`config.mk`:
```
export PLATFORM = sky130hd
export DESIGN_NAME = wb_regfile_scoreboard
export DESIGN_NICKNAME = d
export VERILOG_FILES = /design/src/rtl/pipe_pkg.sv /design/src/rtl/wb_regfile_scoreboard_sb_counter.sv /design/src/rtl/wb_regfile_scoreboard.sv
export SDC_FILE = /design/constraint.sdc
export NUM_CORES = 2
export LEC_CHECK = 0
export ABC_AREA = 1
export CELL_PAD_IN_SITES_DETAIL_PLACEMENT = 0
export CELL_PAD_IN_SITES_GLOBAL_PLACEMENT = 1
export CORE_AREA = 5 5 519 521
export DETAILED_ROUTE_END_ITERATION = 12
export DIE_AREA = 0 0 524 526
export GPL_ROUTABILITY_DRIVEN = 0
export GPL_TIMING_DRIVEN = 0
export PLACE_DENSITY_LB_ADDON = 0.1
export SETUP_SLACK_MARGIN = 0.15
export SLEW_MARGIN = 20
export SYNTH_ARGS = -nofsm -noshare
export SYNTH_HDL_FRONTEND = slang
export SYNTH_SLANG_ARGS = --single-unit
```
`constraint.sdc`:
```
create_clock -name i_clk -period 5.9 [get_ports i_clk]
set_input_delay 1.18 -clock i_clk [delete_from_list [all_inputs] [get_ports i_clk]]
set_output_delay 1.18 -clock i_clk [all_outputs]
set_load 0.005 [all_outputs]
```
`src/rtl/pipe_pkg.sv`:
```
// Shared pipeline constants and typedefs for the ID-stage register file and its
// pending-write scoreboard.
package pipe_pkg;

    localparam int XLEN       = 32;
    localparam int REG_ADDR_W = 5;
    localparam int NREGS      = 32;
    localparam int CNT_W      = 2;

    localparam logic [31:0] NOP_INST = 32'h0000_0013;

    typedef logic [REG_ADDR_W-1:0] reg_addr_t;
    typedef logic [CNT_W-1:0]      sb_cnt_t;

    localparam sb_cnt_t SB_CNT_MAX  = {CNT_W{1'b1}};
    localparam sb_cnt_t SB_CNT_ZERO = {CNT_W{1'b0}};
    localparam sb_cnt_t SB_CNT_ONE  = sb_cnt_t'(1);

endpackage

```
`src/rtl/wb_regfile_scoreboard_sb_counter.sv`:
```
// Per-register pending-write counter: one increment and up to two decrements per
// cycle, clamped to [0, max], plus its underflow checker.
module sb_counter
    import pipe_pkg::*;
(
    input  logic       i_clk,
    input  logic       i_reset,
    input  logic       i_inc,
    input  logic [1:0] i_dec,
    output sb_cnt_t    o_count
);

    sb_cnt_t          count_d;
    sb_cnt_t          count_q;
    logic [CNT_W:0]   sum_s;
    logic [CNT_W:0]   net_s;
    logic             underflow_s;

    // Net the increment against the decrements one bit wider so both ends clamp cleanly
    always_comb begin
        sum_s       = {1'b0, count_q} + {{CNT_W{1'b0}}, i_inc};
        underflow_s = (sum_s < {{(CNT_W-1){1'b0}}, i_dec});
        net_s       = {(CNT_W+1){1'b0}};
        count_d     = count_q;
        if (underflow_s) begin
            net_s = {(CNT_W+1){1'b0}};
        end else begin
            net_s = sum_s - {{(CNT_W-1){1'b0}}, i_dec};
        end
        if (net_s > {1'b0, SB_CNT_MAX}) begin
            count_d = SB_CNT_MAX;
        end else begin
            count_d = net_s[CNT_W-1:0];
        end
    end

    // Counter state register
    always_ff @(posedge i_clk or negedge i_reset) begin
        if (!i_reset) begin
            count_q <= SB_CNT_ZERO;
        end else begin
            count_q <= count_d;
        end
    end

    assign o_count = count_q;

    sb_counter_chk u_chk (
        .i_clk       (i_clk),
        .i_reset     (i_reset),
        .i_underflow (underflow_s)
    );

endmodule

// A commit or squash against a register with nothing pending is a pipeline bug.
module sb_counter_chk (
    input logic i_clk,
    input logic i_reset,
    input logic i_underflow
);

    a_no_underflow: assert property (@(posedge i_clk) disable iff (!i_reset) !i_underflow)
        else $error("sb_counter: pending-write count underflow");

endmodule

```
`src/rtl/wb_regfile_scoreboard.sv`:
```
// ID-stage integer register file with write-first WB bypass and a pending-write
// scoreboard for RAW stalls. Optional macro REGFILE_DEBUG_PORT_EN adds debug ports.
module wb_regfile_scoreboard
    import pipe_pkg::*;
(
    input  logic             i_clk,
    input  logic             i_reset,
    input  reg_addr_t        i_rs1_addr,
    input  reg_addr_t        i_rs2_addr,
    output logic [XLEN-1:0]  o_rs1_data,
    output logic [XLEN-1:0]  o_rs2_data,
    output logic             o_rs1_busy,
    output logic             o_rs2_busy,
    input  logic             i_issue_valid,
    input  reg_addr_t        i_issue_rd_addr,
    input  logic             i_squash_valid,
    input  reg_addr_t        i_squash_rd_addr,
    input  logic             i_wb_rd_wren,
    input  reg_addr_t        i_wb_rd_addr,
    input  logic [XLEN-1:0]  i_wb_rd_data,
`ifdef REGFILE_DEBUG_PORT_EN
    input  reg_addr_t        i_dbg_addr,
    output logic [XLEN-1:0]  o_dbg_data,
    output logic [NREGS-1:0] o_busy_vec,
`endif
    output logic             o_stall
);

    logic [XLEN-1:0]                regs_d [NREGS];
    logic [XLEN-1:0]                regs_q [NREGS];
    logic [NREGS-1:1]               inc_s;
    logic [NREGS-1:1][1:0]          dec_s;
    logic [NREGS-1:0][CNT_W-1:0]    cnt_s;
    sb_cnt_t                        rs1_cnt_s;
    sb_cnt_t                        rs2_cnt_s;
    logic                           wb_hit_rs1_s;
    logic                           wb_hit_rs2_s;

    // Next storage contents: x0 is never written
    always_comb begin
        regs_d = regs_q;
        if (i_wb_rd_wren && (i_wb_rd_addr != reg_addr_t'(0))) begin
            regs_d[i_wb_rd_addr] = i_wb_rd_data;
        end else begin
            regs_d = regs_q;
        end
    end

    // Register storage
    always_ff @(posedge i_clk or negedge i_reset) begin
        if (!i_reset) begin
            regs_q <= '{default: '0};
        end else begin
            regs_q <= regs_d;
        end
    end

    // Per-register issue/commit/squash events feeding the scoreboard
    always_comb begin
        inc_s = '0;
        dec_s = '0;
        for (int r = 1; r < NREGS; r++) begin
            inc_s[r] = i_issue_valid && (i_issue_rd_addr == reg_addr_t'(r));
            dec_s[r] = {1'b0, (i_wb_rd_wren && (i_wb_rd_addr == reg_addr_t'(r)))}
                     + {1'b0, (i_squash_valid && (i_squash_rd_addr == reg_addr_t'(r)))};
        end
    end

    assign cnt_s[0] = SB_CNT_ZERO;

    for (genvar g = 1; g < NREGS; g++) begin : g_sb
        sb_counter u_cnt (
            .i_clk   (i_clk),
            .i_reset (i_reset),
            .i_inc   (inc_s[g]),
            .i_dec   (dec_s[g]),
            .o_count (cnt_s[g])
        );
    end

    // Bypassed reads, busy flags and stall; a last pending write committing now is not busy
    always_comb begin
        wb_hit_rs1_s = i_wb_rd_wren && (i_wb_rd_addr == i_rs1_addr);
        wb_hit_rs2_s = i_wb_rd_wren && (i_wb_rd_addr == i_rs2_addr);
        rs1_cnt_s    = cnt_s[i_rs1_addr];
        rs2_cnt_s    = cnt_s[i_rs2_addr];
        if (wb_hit_rs1_s && (i_rs1_addr != reg_addr_t'(0))) begin
            o_rs1_data = i_wb_rd_data;
        end else begin
            o_rs1_data = regs_q[i_rs1_addr];
        end
        if (wb_hit_rs2_s && (i_rs2_addr != reg_addr_t'(0))) begin
            o_rs2_data = i_wb_rd_data;
        end else begin
            o_rs2_data = regs_q[i_rs2_addr];
        end
        o_rs1_busy = (rs1_cnt_s != SB_CNT_ZERO) && !(wb_hit_rs1_s && (rs1_cnt_s == SB_CNT_ONE));
        o_rs2_busy = (rs2_cnt_s != SB_CNT_ZERO) && !(wb_hit_rs2_s && (rs2_cnt_s == SB_CNT_ONE));
        o_stall    = o_rs1_busy || o_rs2_busy
                  || (i_issue_valid && (cnt_s[i_issue_rd_addr] == SB_CNT_MAX));
    end

`ifdef REGFILE_DEBUG_PORT_EN
    // Raw storage view and scoreboard occupancy for debug
    always_comb begin
        o_dbg_data = regs_q[i_dbg_addr];
        o_busy_vec = '0;
        for (int r = 1; r < NREGS; r++) begin
            o_busy_vec[r] = (cnt_s[r] != SB_CNT_ZERO);
        end
    end
`endif

endmodule

```
== Word-level counts from Yosys, hierarchy flattened ==
Cells that the tools add are included.
Storage, ports and cells
  logic and storage cells: 518
  flip-flop bits (word level): 1086
  input bits: 62
Operators by class
  add/subtract/negate cells: 93
  bitwise gates (word level): 3
  eq/ne operators: 98
  order comparisons: 69
  reductions and logical operators: 113
  muxes and demuxes: 79
Operator list (count)
  bitwise mux 1024 bit: 1
  binary-select mux 32 bit (select 5 bit): 2
  == test 5 bit, second input constant: 48
  2-to-1 mux 32 bit: 7
  demux 32 bit (select 5 bit): 1
  == test 5 x 4 -> 1 bit, second input constant: 24
  logical AND 1 bit: 104
  adder 2 x 1 -> 3 bit: 31
  greater-than comparator 3 x 2 -> 1 bit, second input constant: 31
  < comparator 3 x 2 -> 1 bit: 31
  2-to-1 mux 3 bit: 31
  subtractor 3 x 2 -> 3 bit: 31
  2-to-1 mux 2 bit: 34
  adder 1 x 1 -> 2 bit: 31
  == test 5 x 3 -> 1 bit, second input constant: 12
  binary-select mux 2 bit (select 5 bit): 3
  == test 5 x 2 -> 1 bit, second input constant: 6
  >= comparator 6 bit, second input constant: 3
  < comparator 5 x 6 -> 1 bit, second input constant: 3
  inverter 5 -> 6 bit: 3
  == test 5 x 1 -> 1 bit, second input constant: 3
  nonzero test 5 bit: 3
  == test 5 bit: 2
  < comparator 6 x 1 -> 1 bit, second input constant: 1
  5 further kinds: 9

== Logic depth before layout (Yosys ltp) ==
  depth after elaboration: 8
  gate-level depth with buffers: 16

== Modules after synthesis ==
Synthesis repeated with hierarchy kept, for this count alone.
Unflattened totals
  cells, all modules: 9126
  area, all modules: 66468.7 um2
By module, submodules not included
  wb_regfile_scoreboard: seq. area each 25624.6 um2, area each 60379.2 um2, cells an instance 8382, times used 1
  sb_counter: seq. area each 50.0 um2, area each 196.4 um2, cells an instance 24, times used 31

== Worst setup path after synthesis ==
No wires, ideal clock.
  kind: in2out
  start point: input i_rs2_addr[0]
  end point: output o_rs2_data[5]
  stages on the path: 13
  path buffers: 5
  data required time: 4720 ps
  data arrival time: 2394 ps
  setup slack: 2326 ps
  cells stage by stage: buf_6 -> inv_2 -> buf_6 -> buf_8 -> buf_6 -> buf_4 -> nand2_1 -> o211ai_1 -> nand3_1 -> nand3_1 -> nand3_1 -> nand3_1 -> o21ai_1
Between the ends
  cells in the longest elaborated chain, start to end: 5
RTL lines
  start, declared: line wb_regfile_scoreboard.sv:9  | input reg_addr_t i_rs2_addr,
  inverter 5 -> 6 bit (not written as such): line wb_regfile_scoreboard.sv:95  | o_rs2_data = regs_q[i_rs2_addr];
  binary-select mux 32 bit (select 5 bit): line wb_regfile_scoreboard.sv:95
  2-to-1 mux 32 bit (not written as such) (2 in a row): line wb_regfile_scoreboard.sv:95
  2-to-1 mux 32 bit (*): line wb_regfile_scoreboard.sv:92  | if (wb_hit_rs2_s && (i_rs2_addr != reg_addr_t'(0))) begin
  end, declared: line wb_regfile_scoreboard.sv:11  | output logic [XLEN-1:0] o_rs2_data,
Every way passes the cells marked *; elsewhere a longest branch is shown, timed or not. The select of a mux whose other input is x is not followed.

== Worst setup path after layout ==
  start point: input i_rs1_addr[1]
  end point: output o_rs1_data[6]
Between the ends
  cells in the longest elaborated chain, start to end: 5
RTL lines
  start, declared: line wb_regfile_scoreboard.sv:8  | input reg_addr_t i_rs1_addr,
  inverter 5 -> 6 bit (not written as such): line wb_regfile_scoreboard.sv:90  | o_rs1_data = regs_q[i_rs1_addr];
  binary-select mux 32 bit (select 5 bit): line wb_regfile_scoreboard.sv:90
  2-to-1 mux 32 bit (not written as such) (2 in a row): line wb_regfile_scoreboard.sv:90
  2-to-1 mux 32 bit (*): line wb_regfile_scoreboard.sv:87  | if (wb_hit_rs1_s && (i_rs1_addr != reg_addr_t'(0))) begin
  end, declared: line wb_regfile_scoreboard.sv:10  | output logic [XLEN-1:0] o_rs1_data,
Marked as above.

==> flow_metrics.tcl <==
set metrics [dict create \
    yosys_warnings 0 \
    final_antenna_net_count 0 \
    grt_pass1_wl_um 644000 \
    path_common_cell "nand2_1" \
    postCtsHoldBufs 0 \
    path_buf_inv 4 \
    synth.top_cells.by_count "nand2_1, o21ai_0, dfrtp_1" \
    fin_tns_setup_ns -0.0542 \
    skew_ns 0.0232 \
    grt_setup_unrepaired "true" \
    fmax_ghz 0.168 \
    clk_latency_ns 0.84 \
    drt_iter0_drc 10800 \
    numCtsBuffers 151 \
    grt_pass1_vias 69300 \
    gr-total-overflow 0 \
    final_nets 9565 \
    coreArea_sq_um 264000 \
    nFillCells 29100 \
    syn_area_per_cell_sq_um 7.27 \
    synthCells 9042 \
    wl_per_cell_um 37.9 \
    synth_edf_count 0 \
    start_kind "primary input" \
    synth_area_leader_cell "dfrtp_1" \
    register_area_sq_um 27200 \
    violations "setup timing" \
    endpoint_kind "primary output" \
    cts_sinks 1086 \
    start_util_pct 24.9 \
    worstPathArrival_ns 4.77 \
    post-route-min-period_ns 5.95 \
    ir_drop_v 0.000339 \
    grt_usage_pct 34.5 \
    synthFlopType "dfrtp_1" \
    p_per_area_nw_per_um2 348 \
    fin_crit_sh_pct 101 \
    ios 129 \
    first_pass_iters 7 \
    dp_slack_ns -1.18 \
    fin_ws_ns -0.0542 \
    slew_viol_final 0 \
    slew_headroom_pct 13.3 \
    synthArstFlopShare_pct 100 \
    hold_path.class "in -> async" \
    crit_type "in -> out" \
    die_area_sq_um 276000 \
    synth_most_common_cell "nand2_1" \
    crit_chain "dlygate4sd2_1 > buf_6 > clkbuf_1 > o21ai_0 > nand2_1 > nand2_1 > nand2_1 > nand3_1 > nand3_1 > nand2_1 > clkdlybuf4s50_1" \
    multi_input_area_sq_um 31500 \
    slowest_delay_ns 0.92 \
    antenna_found_initial 53 \
    clkTransAtPathRegs_ns 0.05 \
    hold_slack_ns 0.224 \
    drc 0 \
    fp.dieW_um 524 \
    hold_viol_final 0 \
    finalSetupViolCount 1 \
    yosysUniqueCellTypes 30 \
    ys_seq_area_share_pct 41.4 \
    cts_root_buf "clkbuf_16" \
    port_buffers 96 \
    area_delta_synth_final_pct 18.1 \
    crit_fanout 10 \
    cts_buffer_depth 3 \
    htreeDepth 4 \
    drive_above_1_share_pct 8.93 \
    synth_top_area_share_pct 41.4 \
    dp_hpwl_um 357000 \
    slowest_stage "clkbuf_1" \
    synth.cell_area_sq_um 65700 \
    vias_per_cell 5.70 \
    core.rowCount 189 \
    crit_required_ns 4.72 \
    tightest_slew_ns 1.30 \
    wirelength_um 492000 \
    crit_family "buffers and inverters" \
    grt_max_degree 126 \
    vias 74100 \
    syn-num-nets 9290 \
    cap_violations 0 \
    cts_tree "built" \
    leakage_uw 0.0352 \
    status "finished, violations left" \
    ys_ff_latch 1086 \
    die_h_um 526 \
    synth_area_leaders "dfrtp_1, nand2_1, o21ai_0, nand3_1, inv_1" \
]
## kinds of logic after synthesis
logic type / after synthesis / synth area share [%]
buffers and inverters: 1717 / 10.9
AOI/OAI and AO/OA: 2734 / 22.6
xor gates and xnor gates: 31 / 0.413
DFF: 1086 / 41.4
adders and majority gates: 186 / 4.25
and+or+nand+nor: 3288 / 20.5
## layout make-up
| type | count | area share [%] |
|---|---|---|
| diodes | 30 | 0.0968 |
| multi-input cells | 6239 | 40.6 |
| repair buffers | 122 | 2.06 |
| clock buffers | 226 | 5.95 |
| inverters | 896 | 4.34 |
| flip-flops and latches | 1086 | 35.0 |
| clock inverters | 37 | 0.661 |
| plain buffers | 821 | 5.54 |
| well taps | 3533 | 5.70 |
## sequential cells by signal, summed over array words and instances, names as in the netlist
signal and flops:
g_sb.u_cnt.o_count 62, regs_q 1024
## placed cells by master, fill, tap and decap left out, types with 6 or more instances in the layout
master and count:
a21o_1 8, nor3_1 9, nand2_1 2053, clkbuf_4 33, clkdlybuf4s15_2 8, buf_2 240
clkbuf_16 157, a21oi_1 569, buf_1 24, clkbuf_1 307, clkbuf_2 141, buf_6 49
diode_2 30, nor2_2 8, clkinv_2 15, o21ai_1 164, o211ai_1 368, nor2_1 377
ha_1 124, dfrtp_1 1086, buf_4 45, nand3_1 821, bufinv_16 10, a31oi_1 60
o21ai_2 10, dlygate4sd2_1 6, buf_16 19, o21ai_0 1469, inv_1 875, xnor2_1 31
inv_2 20, fa_1 62, clkdlybuf4s50_1 86, clkbuf_8 45, o21bai_1 23, nand3_2 15
o22ai_1 60
## per-layer routing
layer | GRT usage (%) | wire length (um)
met5 | 0 | 264
met2 | 50.0 | 205000
met1 | 44.1 | 194000
met3 | 9.15 | 49900
met4 | 24.8 | 42700
## timing repair
| action | 4_1_cts | 5_1_grt |
|---|---|---|
| pin swaps | 1 | 0 |
| gates resized for setup | 205 | 46 |
| endpoints found under the setup margin | 66 | 43 |
| buffers inserted | 3 | 0 |
## where the power goes
group / internal, uW / switching [uW]
sequential: 9080 / 1190
combinational: 2090 / 4750
clock: 5820 / 4090
## metrics by stage
stage	cell area, sq um	instances	total power (uW)	utilization, %
floorplan	65700	9042	13800	-
global placement	71100	12700	16900	26.9
detailed placement	71800	12700	16900	27.2
CTS	77400	13000	26800	29.3
global route	77500	13000	28100	29.3
finish	77600	13000	27000	29.4
## final timing paths
| check | startpoint | to | slack [ns] | depth (start not counted) |
|---|---|---|---|---|
| min | i_reset | regs_q[808]$_DFFE_PN0P_ | 0.22 | 1 |
| max reg2reg | g_sb[8].u_cnt.o_count[0]$_DFF_PN0_ | g_sb[8].u_cnt.o_count[0]$_DFF_PN0_ | 3.91 | 6 |
| min reg2reg | regs_q[1018]$_DFFE_PN0P_ | regs_q[1018]$_DFFE_PN0P_ | 0.46 | 1 |
| max in group asynchronous | i_reset | regs_q[473]$_DFFE_PN0P_ | 2.28 | 6 |
| max | i_rs1_addr[1] | o_rs1_data[6] | -0.05 | 11 |
| min in group i_clk | regs_q[1018]$_DFFE_PN0P_ | regs_q[1018]$_DFFE_PN0P_ | 0.46 | 1 |
Power figures use the tool's default switching activity.
